<file path="src/rtl/decode_operand.sv">
// rtl/decode_operand.sv - decode/operand-fetch stage with register file, busy scoreboard and hazard stall; optional DECODE_WB_BYPASS_EN
module decode_operand #(
  parameter int REG_AW   = 3,
  parameter int STALL_CW = 16
) (
  input  logic                iCLOCK,
  input  logic                iRESET,
  input  logic                iINST_VALID,
  input  logic [15:0]         iINST,
  output logic                oINST_READY,
  output logic                oVALID,
  input  logic                iREADY,
  output logic [3:0]          oOPCODE,
  output logic [7:0]          oSOURCE0,
  output logic [7:0]          oSOURCE1,
  output logic [REG_AW-1:0]   oDEST,
  input  logic                iWB_VALID,
  input  logic [REG_AW-1:0]   iWB_ADDR,
  input  logic [7:0]          iWB_DATA,
  output logic [STALL_CW-1:0] oSTALL_COUNT
);
  localparam int NREG = 2**REG_AW;
  localparam logic [STALL_CW-1:0] STALL_ONE = STALL_CW'(1);

  logic [7:0]          r_regs [NREG];
  logic [NREG-1:0]     r_busy;
  logic                r_valid;
  logic [3:0]          r_opcode;
  logic [7:0]          r_src0;
  logic [7:0]          r_src1;
  logic [REG_AW-1:0]   r_dest;
  logic [STALL_CW-1:0] r_stall;

  logic [3:0]          w_op;
  logic                w_imm_sel;
  logic [REG_AW-1:0]   w_rd;
  logic [REG_AW-1:0]   w_rs;
  logic [7:0]          w_imm;
  logic                w_busy_rd;
  logic                w_busy_rs;
  logic [7:0]          w_rd_data;
  logic [7:0]          w_rs_data;
  logic                w_hazard;
  logic                w_ready;
  logic                w_accept;

  assign w_op      = iINST[15:12];
  assign w_imm_sel = iINST[11];
  assign w_rd      = iINST[8 +: REG_AW];
  assign w_rs      = iINST[0 +: REG_AW];
  assign w_imm     = iINST[7:0];

`ifdef DECODE_WB_BYPASS_EN
  // A writeback landing this cycle both satisfies the dependency and supplies the data.
  logic w_wb_hit_rd;
  logic w_wb_hit_rs;
  assign w_wb_hit_rd = iWB_VALID & (iWB_ADDR == w_rd);
  assign w_wb_hit_rs = iWB_VALID & (iWB_ADDR == w_rs);
  assign w_busy_rd   = r_busy[w_rd] & ~w_wb_hit_rd;
  assign w_busy_rs   = r_busy[w_rs] & ~w_wb_hit_rs;
  assign w_rd_data   = w_wb_hit_rd ? iWB_DATA : r_regs[w_rd];
  assign w_rs_data   = w_wb_hit_rs ? iWB_DATA : r_regs[w_rs];
`else
  // Reads and busy checks see state as it was before this cycle's writeback.
  assign w_busy_rd   = r_busy[w_rd];
  assign w_busy_rs   = r_busy[w_rs];
  assign w_rd_data   = r_regs[w_rd];
  assign w_rs_data   = r_regs[w_rs];
`endif

  assign w_hazard    = w_busy_rd | (~w_imm_sel & w_busy_rs);
  assign w_ready     = ~w_hazard & (~r_valid | iREADY);
  assign w_accept    = iINST_VALID & w_ready;

  assign oINST_READY  = w_ready;
  assign oVALID       = r_valid;
  assign oOPCODE      = r_opcode;
  assign oSOURCE0     = r_src0;
  assign oSOURCE1     = r_src1;
  assign oDEST        = r_dest;
  assign oSTALL_COUNT = r_stall;

  // Register file: writeback always writes, whether or not the register is busy.
  always_ff @(posedge iCLOCK) begin
    if (iRESET) begin
      for (int i = 0; i < NREG; i++) r_regs[i] <= '0;
    end else if (iWB_VALID) begin
      r_regs[iWB_ADDR] <= iWB_DATA;
    end
  end

  // Scoreboard: writeback clears, accept sets; the later set wins on a same-register collision.
  always_ff @(posedge iCLOCK) begin
    if (iRESET) begin
      r_busy <= '0;
    end else begin
      if (iWB_VALID) r_busy[iWB_ADDR] <= 1'b0;
      if (w_accept)  r_busy[w_rd]     <= 1'b1;
    end
  end

  // One-entry issue register: load on accept, drain when consumed, hold otherwise.
  always_ff @(posedge iCLOCK) begin
    if (iRESET) begin
      r_valid  <= 1'b0;
      r_opcode <= '0;
      r_src0   <= '0;
      r_src1   <= '0;
      r_dest   <= '0;
    end else if (w_accept) begin
      r_valid  <= 1'b1;
      r_opcode <= w_op;
      r_src0   <= w_rd_data;
      r_src1   <= w_imm_sel ? w_imm : w_rs_data;
      r_dest   <= w_rd;
    end else if (iREADY) begin
      r_valid  <= 1'b0;
    end
  end

  // Saturating count of cycles where a presented instruction is blocked by a hazard.
  always_ff @(posedge iCLOCK) begin
    if (iRESET) begin
      r_stall <= '0;
    end else if (iINST_VALID && w_hazard && !(&r_stall)) begin
      r_stall <= r_stall + STALL_ONE;
    end
  end

endmodule

</file>
<file path="config.mk">
export PLATFORM = sky130hd
export DESIGN_NAME = decode_operand
export DESIGN_NICKNAME = d
export VERILOG_FILES = /design/src/rtl/decode_operand.sv
export SDC_FILE = /design/constraint.sdc
export NUM_CORES = 1
export LEC_CHECK = 0
export CORE_MARGIN = 2
export CORE_UTILIZATION = 50
export DETAILED_ROUTE_END_ITERATION = 10
export PLACE_DENSITY = 0.76
export REMOVE_ABC_BUFFERS = 1
export SKIP_CTS_REPAIR_TIMING = 1
export SLEW_MARGIN = 20
export SYNTH_ARGS = -nofsm -noshare
export SYNTH_HDL_FRONTEND = slang
export SYNTH_SLANG_ARGS = --single-unit
</file>
<file path="constraint.sdc">
create_clock -name iCLOCK -period 2.7 [get_ports iCLOCK]
set_input_delay 0.54 -clock iCLOCK [delete_from_list [all_inputs] [get_ports iCLOCK]]
set_output_delay 0.54 -clock iCLOCK [all_outputs]
set_load 0.02 [all_outputs]
</file>
==> results.json <==
{
  "drive_above_1_share_pct": 20.67,
  "core_sq_mm": 0.01094,
  "dp.final_hpwl_mm": 10.28,
  "io_buffers": 72,
  "dp_worst_setup_slack_ps": -696.3,
  "period_needed_ps": 2563,
  "max_slew_margin_pct": 61.62,
  "firstDrtPassIters": 5,
  "r2r-end": "r_busy[1]$_SDFF_PP0_",
  "slowest_delay_ps": 610,
  "top_level_ports": 73,
  "grt_use_met1_pct": 31.28,
  "clock_skew_ps": 8.780,
  "crit_fanout": 5,
  "grt_max_degree": 37,
  "cp-end-kind": "primary output",
  "wl_per_cell_microns": 20.57,
  "tightest_slew_ps": 575.7,
  "leakagePower_nw": 2.572,
  "power_density_mw_per_mm2": 551.8,
  "hold_depth": 2,
  "synthArstFlopShare_pct": 0,
  "synth-main-ff-cell": "edfxtp_1",
  "synth_seq_cells": 112,
  "area_growth_pct": 24.59,
  "cts_buffers": 9,
  "final_cell_count_no_fill": 711,
  "worst_slack_ps": 137.4,
  "die-area_sq_mm": 0.01218,
  "cp.arrival_ps": 2020,
  "rr_startpoint": "r_busy[5]$_SDFF_PP0_",
  "status": "finished, final reports clean",
  "avgSynthCellArea_sq_um": 12.09,
  "final_max_slew_viol_count": 0,
  "synth.distinct_cells": 45,
  "synth_edf_count": 64,
  "die_h_microns": 110.4,
  "finalCritPeriodShare_pct": 94.91,
  "yosysWarnings": 0,
  "crit_start": "iINST[0]",
  "routed_wl_mm": 14.63,
  "cp_num_cells": 6,
  "cts_tree": "yes",
  "cp_slowest_cell": "clkdlybuf4s50_1",
  "rsz0062_at_grt": "no",
  "grt.busiest_layer": "met2",
  "vias_per_cell": 5.931,
  "root_buffer": "clkbuf_16",
  "clock_latency_ps": 350,
  "critPathKind": "in2out",
  "required_ps": 2160,
  "use_met3_pct": 5.996,
  "path_buf_inv": 2,
  "dpl_cell_area_sq_mm": 0.006755,
  "nets": 599,
  "yosys.area.top_type": "edfxtp_1",
  "drt_iter0_markers": 398,
  "route.detailed.drc": 0,
  "grt_pass1_wl_mm": 22.87,
  "clock_path_buffers": 2,
  "fillers": 830,
  "numClockSinks": 112,
  "track_usage_pct": 25.85,
  "ctsHtreeMaxLevel": 3,
  "fin_hold_ws_ps": 493.5,
  "finalPower_mw": 3.890,
  "crit_path_start_kind": "primary input",
  "first_global_vias": 4338,
  "num_antenna_cells": 0,
  "final_area_sq_mm": 0.007051,
  "synth_common_cells": "and2_1 (65), edfxtp_1 (64), dfxtp_1 (48)",
  "r2r_cells": 6,
  "gp_congestion": 0.8223,
  "yosysMostFrequentCell": "and2_1",
  "cp_top_family": "buffers and inverters",
  "timing.fmax_ghz": 0.3902,
  "drv_cap": 0,
  "setup.worst_path.end": "oINST_READY",
  "worstPathCellList": "clkdlybuf4s50_1 > nor2b_1 > a21oi_1 > a21oi_4 > and2_1 > clkbuf_2",
  "hold_class": "reg2reg",
  "synth_area_leaders": "edfxtp_1 (34%), dfxtp_1 (17%), mux4_2 (14%)",
  "syn_inst": 468,
  "rows": 38,
  "r2r_slack_ps": 370,
  "ys_seq_area_share_pct": 50.94,
  "antenna_found_initial": 0,
  "postRouteAntennaNets": 0,
  "final_hold_viol_count": 0,
  "num_vias": 4217,
  "finalSetupViolCount": 0,
  "synth_top_area_share_pct": 33.96,
  "path_clk_slew_ps": 80,
  "use_met2_pct": 44.17,
  "ir_drop_mv": 0.3145,
  "start_util_pct": 51.75,
  "grt.overflow.total": 0,
  "placed_cells": 695,
  "die_width_microns": 110.4,
  "syn_area_sq_mm": 0.005659
}
-- cell families after synthesis --
family / Yosys count / synth area share [%]
and+or+nand+nor: 175 / 16.96
AOI/OAI and AO/OA: 70 / 8.999
buffers and inverters: 44 / 3.405
muxes: 66 / 19.48
DFF: 112 / 50.94
adders and majority gates: 1 / 0.2211
-- sequential cells by signal (all words and copies together), names as in the netlist --
register	flops
oSOURCE0	8
oOPCODE	4
r_regs	64
oDEST	3
oSTALL_COUNT	16
oSOURCE1	8
oVALID	1
r_busy	8
-- through the flow --
stage,utilization (%),setup TNS [ps]
floorplan,-,-4126
global placement,61.77,-9438
detailed placement,61.77,-11290
CTS,64.36,-897.6
global route,64.47,0
finish,64.47,0
-- per-layer routing --
layer	wire length, microns	part of all wire (%)	up-vias
met1	5596	38	2078
met3	1059	7.2	34
met5	0	0	-
li1	-	-	1943
met2	7555	52	162
met4	414	2.8	0
-- cell type report --
class                      count  area [sq um]  area share [%]
sequential                   112          2883           40.89
clock inverter                 4         26.28          0.3727
clock buffer                  12         256.5           3.638
tap                          140         175.2           2.484
timing repair buffer         119          1074           15.23
multi-input combinational    312          2591           36.75
inverter                      12         45.04          0.6389
-- worst register-to-register path: cells and delay by family, from the launching register on --
kind | cells | cell delay [ps]
buffers and inverters | 1 | 290
DFF | 1 | 350
muxes | 2 | 780
and+or+nand+nor | 1 | 290
AOI/OAI and AO/OA | 2 | 510
-- cell usage in the layout (no fill, tap or decap), drive strengths merged, types with 3 or more instances in the layout --
cell           netlist  routed
clkdlybuf4s50        0      66
and2                65      65
edfxtp              64      64
dfxtp               48      48
buf                 16      48
nor2                38      38
mux4                35      35
mux2i               28      28
nand2               22      22
a21oi               20      20
inv                 12      15
o21ai               13      13
clkbuf              16      13
o31ai               12      12
or4                 12      12
a211oi              10      10
nand3                9       9
nand2b               6       6
nand4                5       5
dlymetal6s2s         0       4
mux2                 3       3
a31o                 3       3
o21bai               3       3
o32ai                3       3
-- how the worst min path moves through the flow --
| stage | start | to |
|---|---|---|
| floorplan | r_busy[1]$_SDFF_PP0_ | r_busy[1]$_SDFF_PP0_ |
| global placement | oOPCODE[3]$_SDFFE_PP0P_ | oOPCODE[3]$_SDFFE_PP0P_ |
| detailed placement | r_busy[3]$_SDFF_PP0_ | r_busy[3]$_SDFF_PP0_ |
| CTS | r_busy[3]$_SDFF_PP0_ | r_busy[3]$_SDFF_PP0_ |
| global route | r_busy[0]$_SDFF_PP0_ | r_busy[0]$_SDFF_PP0_ |
| finish | oDEST[2]$_SDFFE_PP0P_ | oDEST[2]$_SDFFE_PP0P_ |
-- power breakdown --
part	switching (mW)	leakage [nW]	total (mW)	internal [mW]
Combinational	0.322	1.42	0.628	0.306
Clock	0.616	0.144	1.30	0.681
Sequential	0.0584	1.01	1.96	1.91
Total	0.997	2.57	3.89	2.89
Note: power is estimated with default switching activity, not from simulation.
